## src/rtl/fifo_uart_tx.sv

```systemverilog
// FIFO drain stage: pops one byte at a time from an 8-bit FIFO and sends it
// as an 8N1 UART frame at CLKS_PER_BIT clocks per bit.
module fifo_uart_tx #(
  parameter int unsigned CLKS_PER_BIT = 16
) (
  input  logic       clk,
  input  logic       rst,
  input  logic       fifo_empty,
  input  logic [7:0] fifo_data,
  output logic       fifo_rd,
  output logic       tx,
  output logic       busy,
  output logic       tx_done
);

  localparam int unsigned CNT_W    = (CLKS_PER_BIT > 1) ? $clog2(CLKS_PER_BIT) : 1;
  localparam int unsigned DATA_W   = 8;
  localparam int unsigned IDX_W    = 3;
  localparam logic [CNT_W-1:0] CNT_LAST = CNT_W'(CLKS_PER_BIT - 1);
  localparam logic [IDX_W-1:0] IDX_LAST = IDX_W'(DATA_W - 1);

  typedef enum logic [2:0] {
    S_IDLE  = 3'd0,
    S_RD    = 3'd1,
    S_CAP   = 3'd2,
    S_START = 3'd3,
    S_DATA  = 3'd4,
    S_STOP  = 3'd5
  } state_e;

  state_e              state_q, state_d;
  logic [CNT_W-1:0]    cnt_q, cnt_d;
  logic [IDX_W-1:0]    bit_idx_q, bit_idx_d;
  logic [DATA_W-1:0]   shift_q, shift_d;
  logic                tx_q, tx_d;
  logic                busy_q, busy_d;
  logic                fifo_rd_q, fifo_rd_d;
  logic                tx_done_q, tx_done_d;
  logic                bit_end_c;

  assign bit_end_c = (cnt_q == CNT_LAST);

  // State and datapath registers; reset forces the line idle at once.
  always_ff @(posedge clk or negedge rst) begin
    if (!rst) begin
      state_q   <= S_IDLE;
      cnt_q     <= '0;
      bit_idx_q <= '0;
      shift_q   <= '0;
      tx_q      <= 1'b1;
      busy_q    <= 1'b0;
      fifo_rd_q <= 1'b0;
      tx_done_q <= 1'b0;
    end else begin
      state_q   <= state_d;
      cnt_q     <= cnt_d;
      bit_idx_q <= bit_idx_d;
      shift_q   <= shift_d;
      tx_q      <= tx_d;
      busy_q    <= busy_d;
      fifo_rd_q <= fifo_rd_d;
      tx_done_q <= tx_done_d;
    end
  end

  // Next state, counters and shifter; outputs are decoded from the next state
  // so the registered versions line up with the state they describe.
  always_comb begin
    state_d   = state_q;
    cnt_d     = cnt_q;
    bit_idx_d = bit_idx_q;
    shift_d   = shift_q;
    tx_d      = 1'b1;
    busy_d    = 1'b0;
    fifo_rd_d = 1'b0;
    tx_done_d = 1'b0;

    case (state_q)
      S_IDLE: begin
        if (!fifo_empty) state_d = S_RD;
      end
      S_RD: begin
        state_d = S_CAP;
      end
      S_CAP: begin
        shift_d   = fifo_data;
        cnt_d     = '0;
        bit_idx_d = '0;
        state_d   = S_START;
      end
      S_START: begin
        if (bit_end_c) begin
          cnt_d   = '0;
          state_d = S_DATA;
        end else begin
          cnt_d = cnt_q + CNT_W'(1);
        end
      end
      S_DATA: begin
        if (bit_end_c) begin
          cnt_d     = '0;
          shift_d   = {1'b0, shift_q[DATA_W-1:1]};
          bit_idx_d = bit_idx_q + IDX_W'(1);
          if (bit_idx_q == IDX_LAST) state_d = S_STOP;
        end else begin
          cnt_d = cnt_q + CNT_W'(1);
        end
      end
      S_STOP: begin
        if (bit_end_c) begin
          cnt_d   = '0;
          state_d = S_IDLE;
        end else begin
          cnt_d = cnt_q + CNT_W'(1);
        end
      end
      default: begin
        state_d = S_IDLE;
      end
    endcase

    fifo_rd_d = (state_d == S_RD);
    busy_d    = (state_d != S_IDLE);
    tx_done_d = (state_d == S_STOP) && (cnt_d == CNT_LAST);
    case (state_d)
      S_START: tx_d = 1'b0;
      S_DATA:  tx_d = shift_d[0];
      default: tx_d = 1'b1;
    endcase
  end

  assign fifo_rd = fifo_rd_q;
  assign tx      = tx_q;
  assign busy    = busy_q;
  assign tx_done = tx_done_q;

endmodule

```

## config.mk

```make
export PLATFORM = sky130hd
export DESIGN_NAME = fifo_uart_tx
export DESIGN_NICKNAME = d
export VERILOG_FILES = /design/src/rtl/fifo_uart_tx.sv
export SDC_FILE = /design/constraint.sdc
export NUM_CORES = 1
export LEC_CHECK = 0
export ABC_AREA = 0
export BUFFER_PORTS_ARGS = -buffer_cell sky130_fd_sc_hd__buf_2
export CORE_MARGIN = 2
export CORE_UTILIZATION = 56
export DETAILED_ROUTE_END_ITERATION = 8
export PLACE_DENSITY_LB_ADDON = 0.1
export SLEW_MARGIN = 20
export SYNTH_ARGS = -nofsm -noshare
export SYNTH_HDL_FRONTEND = slang
export SYNTH_SLANG_ARGS = --single-unit
```

## constraint.sdc

```tcl
create_clock -name clk -period 2.1 [get_ports clk]
set_input_delay 0.42 -clock clk [delete_from_list [all_inputs] [get_ports clk]]
set_output_delay 0.42 -clock clk [all_outputs]
set_load 0.05 [all_outputs]
```

==> out/results.ini, run 1 <==
[grt]
grt_pass1_vias = 890
grt_pass1_wl_um = 3980
grt_start_max_net_pins = 23
overflow = 0
grt_usage_pct = 21.3
antenna_found_initial = 0

[timing]
rsz0062_at_grt = no
fin_crit_sh_pct = 86.0
setup_viol = 0
finalHoldViolCount = 0
finalSetupTns_ps = 0
fmax_ghz = 0.554
worst_pin_slew_ps = 478
finalCriticalPeriod_ps = 1810
worst_slack_ps = 295
maxSlewViolCount = 0
skew_ps = 8.15
max-slew-margin-rel_pct = 68.2

[power]
power_uw = 664
p_leak_uw = 0.000583
irDropWorstVdd_v = 0.000398
power_density_nw_per_um2 = 521

[cts]
clkTransAtPathRegs_ps = 120
clk_latency_ps = 310
ctsResizeCount = 0
cts_tree = built
cts_setup_buffers = 0
cts_inserted_buffers = 3
clock_sinks = 22
htreeDepth = 1
cts_hold_buf = 0
root_buffer = clkbuf_4
cts_buffer_depth = 2

[floorplan]
start_util_pct = 59.5
core_um2 = 1980
io_pins = 15
die_h_um = 49.9
die_x_um = 49.9
rows = 16
dieArea_um2 = 2490

[route]
first_pass_iters = 4
vias = 920
antenna_left = 0
remaining_drc_errors = 0
via_per_inst = 5.79
wl_per_cell_um = 13.5
drt_wl_total_um = 2150
drt_iter0_markers = 13

[logic_synthesis]
synth.distinct_cells = 40
syn_area_um2 = 1180
yosysWarnings = 0
synth_compound_area_share_pct = 19.4
synthXorXnorAreaFrac_pct = 0
synth.area.mux_share_pct = 2.76
synth-async-reset-ratio_pct = 100
synth.net_count = 131
syn_inst = 117
synthFlopType = dfrtp_1
synth_fa_ha_area_share_pct = 3.18
yosysSeqAreaShare_pct = 46.8
synth_top_family_by_area = simple AND/OR/NAND/NOR gates
synth_seq_cells = 22
avgSynthCellArea_um2 = 10.1
synth_simple_gate_area_share_pct = 22.4
synth_edf_count = 0

[worst_setup_path]
end_kind = flip-flop
required_ps = 2300
cp.arrival_ps = 2000
r2r-start = cnt_q[0]
rrSetupSlack_ps = 290
criticalPathCategory = flip-flop to flip-flop
r2r.worst_path.cells = 5
crit_start = cnt_q[0]
worst-path-max-fanout = 7
cp-start-kind = flip-flop

[job]
drv_cap = 0

[final_layout]
nets = 147
final_cell_area_um2 = 1270
drive_above_1_share_pct = 25.0
antenna_cells = 0
final_core_util_pct = 64.3
syn_to_final_growth_pct = 8.17
n_fill_cell = 174

[run_status]
status = complete, no violations

[placed_design]
numPortBuffers = 14
dpl-instance-area_um2 = 1250
place_ws_ps = 324
place_congestion = 0.823
place_hpwl_um = 1520

[hold_path]
worst_hold_path_type = primary input to asynchronous set/reset pin

==> metal layers <==
layer	GRT usage [%]	part of all wire [%]	vias to the layer above	wire length (um)
li1	-	-	455	-
met1	29.6	47	442	1020
met4	9.26	1.3	0	29
met5	0	0	-	0
met2	32.4	47	19	1010
met3	3.94	4.3	4	93
==> power breakdown <==
part           switching (uW)  internal, uW
logic                    18.0          13.2
registers                3.65           432
clock network             123          74.1
==> critical path: stages (launching register included) <==
cell	delay, ps
dfrtp_1	460
ha_1	270
and3_1	280
and2_4	200
mux2i_1	120
or3_1	370
==> final cells by class <==
class / count / area [um^2] / area share, %
repair buffers: 18 / 100 / 7.85
flip-flops and latches: 22 / 552 / 43.3
multi-input cells: 88 / 563 / 44.2
well taps: 27 / 33.8 / 2.65
clock buffers: 4 / 26.3 / 2.06
==> final timing paths <==
check / end
setup reg to reg: busy
setup / recovery: busy
hold / removal: state_q[0]
max in group asynchronous: tx
min in group clk: fifo_rd
hold reg to reg: shift_q[5]
==> state kept, by name, indices dropped and copies added (netlist names) <==
register and flops:
busy 1, shift_q 8, cnt_q 4, state_q 3, fifo_rd 1, bit_idx_q 3, tx 1, tx_done 1
==> cell usage in the layout (no fill, tap or decap), types with 2 or more instances in the layout <==
master / count
nor2_1: 5
nand3_1: 3
or2_2: 2
and3_1: 2
dfrtp_1: 21
ha_1: 3
buf_4: 4
a21oi_1: 5
mux2_2: 2
nor2b_1: 5
clkbuf_4: 3
o21ai_0: 6
nor3_1: 2
buf_2: 14
nand2_1: 21
a211oi_1: 3
a22oi_1: 9
==> synth_stat cells, drive strengths merged, types with 3 or more instances <==
master / number / share of area [%]
dfrtp: 21 / 45
a211oi: 3 / 1.9
a22oi: 9 / 5.7
nor2: 5 / 1.6
a21oi: 6 / 2.9
nand3: 3 / 1.3
nor2b: 5 / 2.7
o21ai: 6 / 2.5
buf: 5 / 3.9
nand2: 21 / 6.7
ha: 3 / 3.2
==> through the flow <==
step | std cells | hold WS [ps]
after floorplan | 117 | 124
after CTS | 159 | 61.7
after detailed placement | 155 | 413
after global placement | 155 | 408
final | 159 | 47.1
after global routing | 159 | 90.9
==> cells by family (layout without fill, tap and decap cells) <==
| group | Yosys count | count (layout) |
|---|---|---|
| adders and majority gates | 3 | 3 |
| muxes | 3 | 3 |
| DFF | 22 | 22 |
| AOI/OAI and AO/OA | 33 | 33 |
| and+or+nand+nor | 49 | 49 |
| buffers and inverters | 7 | 22 |
Power figures use the tool's default switching activity.
==> inputs of run 2 (changes only) <==
- CORE_UTILIZATION: 56 -> 40
==> run 2 against run 1 <==
Global-route usage down 6.4 points. First-iteration DRC count rose by 77%. Flip-flop and latch count unchanged. Cell count up 3.1%. Non-clock buffer count up 1. Core utilization decreased by 17 points. Clock power rose by 67%. Maximum frequency rose by 0.80%. Largest cell class unchanged. Highest routed layer unchanged.
==> out/results.ini, run 2 (synthesized netlist as in run 1, its figures left out) <==
[timing]
finalCriticalPeriod_ps = 1790  ; was 1810 ps
finalHoldViolCount = 0  ; unchanged
max-slew-margin-rel_pct = 67.7  ; was 68.2%
maxSlewViolCount = 0  ; unchanged
worst_slack_ps = 309  ; was 295 ps
finalSetupTns_ps = 0  ; unchanged
setup_viol = 0  ; unchanged
rsz0062_at_grt = no  ; unchanged
fmax_ghz = 0.558  ; was 0.554 GHz
worst_pin_slew_ps = 484  ; was 478 ps
skew_ps = 4.41  ; was 8.15 ps
fin_crit_sh_pct = 85.3  ; was 86.0%

[worst_setup_path]
cp-start-kind = flip-flop  ; unchanged
crit_chain = ha_1 > and3_1 > and2_4 > mux2i_1 > or3_1  ; unchanged
slowest_stage = dfrtp_1  ; unchanged
worst-path-max-fanout = 7  ; unchanged
required_ps = 2300  ; about the same
slowest_delay_ps = 450  ; was 460 ps
cp.arrival_ps = 1990  ; was 2000 ps
criticalPathCategory = flip-flop to flip-flop  ; unchanged
end_kind = flip-flop  ; unchanged

[cts]
cts_hold_buf = 0  ; unchanged
ctsResizeCount = 0  ; unchanged
clk_latency_ps = 310  ; about the same
cts_inserted_buffers = 3  ; unchanged
cts_buffer_depth = 2  ; unchanged
clock_sinks = 22  ; unchanged
cts_setup_buffers = 0  ; unchanged
root_buffer = clkbuf_4  ; unchanged
clkTransAtPathRegs_ps = 130  ; was 120 ps
cts_tree = built  ; unchanged
htreeDepth = 1  ; unchanged

[final_layout]
top_register = shift_q  ; unchanged
antenna_cells = 0  ; unchanged
drive_above_1_share_pct = 26.3  ; was 25.0%
seq_area_um2 = 552  ; unchanged
n_fill_cell = 287  ; was 174
largest_reg_flops = 8  ; unchanged
nets = 148  ; was 147
largest_registers = shift_q (8), cnt_q (4)  ; unchanged
final_cell_mix = nand2_1, dfrtp_1, buf_2  ; unchanged
multiInputGateArea_um2 = 563  ; unchanged
syn_to_final_growth_pct = 11.5  ; was 8.17%
final_core_util_pct = 47.2  ; was 64.3%

[floorplan]
start_util_pct = 42.4  ; was 59.5%
core_um2 = 2780  ; was 1980 um^2
rows = 19  ; was 16
io_pins = 15  ; unchanged
dieArea_um2 = 3400  ; was 2490 um^2
die_x_um = 58.3  ; was 49.9 um
die_h_um = 58.3  ; was 49.9 um

[route]
via_per_inst = 5.41  ; was 5.79
antenna_left = 0  ; unchanged
vias = 887  ; was 920
drt_iter0_markers = 23  ; was 13
wl_per_cell_um = 13.6  ; was 13.5 um
first_pass_iters = 4  ; unchanged
remaining_drc_errors = 0  ; unchanged
drt_wl_total_um = 2230  ; was 2150 um

[power]
p_leak_uw = 0.000601  ; was 0.000583 uW
clock_power_share_pct = 41.4  ; was 29.7%
seqPwrFrac_pct = 54.7  ; was 65.6%
p_comb_share_pct = 3.9  ; was 4.7%
power_uw = 796  ; was 664 uW
intPower_uw = 638  ; was 519 uW
irDropWorstVdd_v = 0.000441  ; was 0.000398 V
swShare_pct = 19.8  ; was 21.8%
power_density_nw_per_um2 = 606  ; was 521 nW/um^2
power.net_switching_uw = 158  ; was 145 uW

[placed_design]
numPortBuffers = 14  ; unchanged
place_congestion = 0.720  ; was 0.823
place_ws_ps = 334  ; was 324 ps
place_hpwl_um = 1610  ; was 1520 um

[grt]
grt.busiest_layer = met2  ; unchanged
overflow = 0  ; unchanged
grt_pass1_vias = 871  ; was 890
grtUsageMet2_pct = 22.8  ; was 32.4%
grt_pass1_wl_um = 3860  ; was 3980 um
antenna_found_initial = 0  ; unchanged
grt_usage_pct = 14.9  ; was 21.3%
gr-usage-met1_pct = 21.1  ; was 29.6%
grt_start_max_net_pins = 23  ; unchanged
grt_use_met3_pct = 3.35  ; was 3.94%

[hold_path]
worst_hold_path_type = primary input to asynchronous set/reset pin  ; unchanged

[job]
drv_cap = 0  ; unchanged

[run_status]
status = complete, no violations  ; unchanged

[run 2: changes by cell type in the layout (fill, tap and decap cells not counted), sizes merged]
cell / before / now
clkbuf: 4 / 3
bufinv: 0 / 1
buf: 18 / 19
[run 2: layer usage]
metal / routed length (um) / part of all wire (%)
met5: 0 / 0
met2: 970 / 44
met1: 1190 / 53
met4: 17 / 0.76
met3: 53 / 2.4
[run 2: metrics by stage]
stage / hold slack (ps) / instance area (um^2) / instances
2_1_floorplan: 124 / 1180 / 117
3_3_place_gp: 417 / 1260 / 160
3_5_place_dp: 423 / 1260 / 160
4_1_cts: 64.3 / 1310 / 164
5_1_grt: 63.5 / 1310 / 164
6_report: 45.1 / 1310 / 164
[run 2: final cells by class]
type                       count  share of cell area [%]
clock buffer                   3                    1.71
multi-input combinational     88                    42.9
timing repair buffer          19                    8.19
tap                           31                    2.95
clock inverter                 1                    2.29
sequential                    22                    42.0
[run 2: critical path, delay by kind of cell, from the launching register on]
kind / cells / cell delay [ps]
multiplexers: 1 / 120
adder cells (fa/ha/maj): 1 / 260
flip-flops: 1 / 450
AND/OR/NAND/NOR: 3 / 850
[run 2: path summary, 6_finish.rpt]
check | to | slack [ps] | start | depth (start not counted)
max in group asynchronous | tx | 1700 | rst | 1
max | busy | 310 | cnt_q[0] | 5
min in group clk | fifo_rd | 250 | fifo_empty | 2
min | fifo_rd | 50 | rst | 1
max reg2reg | busy | 310 | cnt_q[0] | 5
min reg2reg | shift_q[5] | 500 | shift_q[5] | 2
[run 2: power by group through the flow]
stage	Combinational (uW)	Clock [uW]	Sequential (uW)
finish	31.0	329	436
global placement	31.9	0	444
floorplan	9.10	0	447
CTS	32.5	342	436
global route	36.0	363	437
detailed placement	32.6	0	444
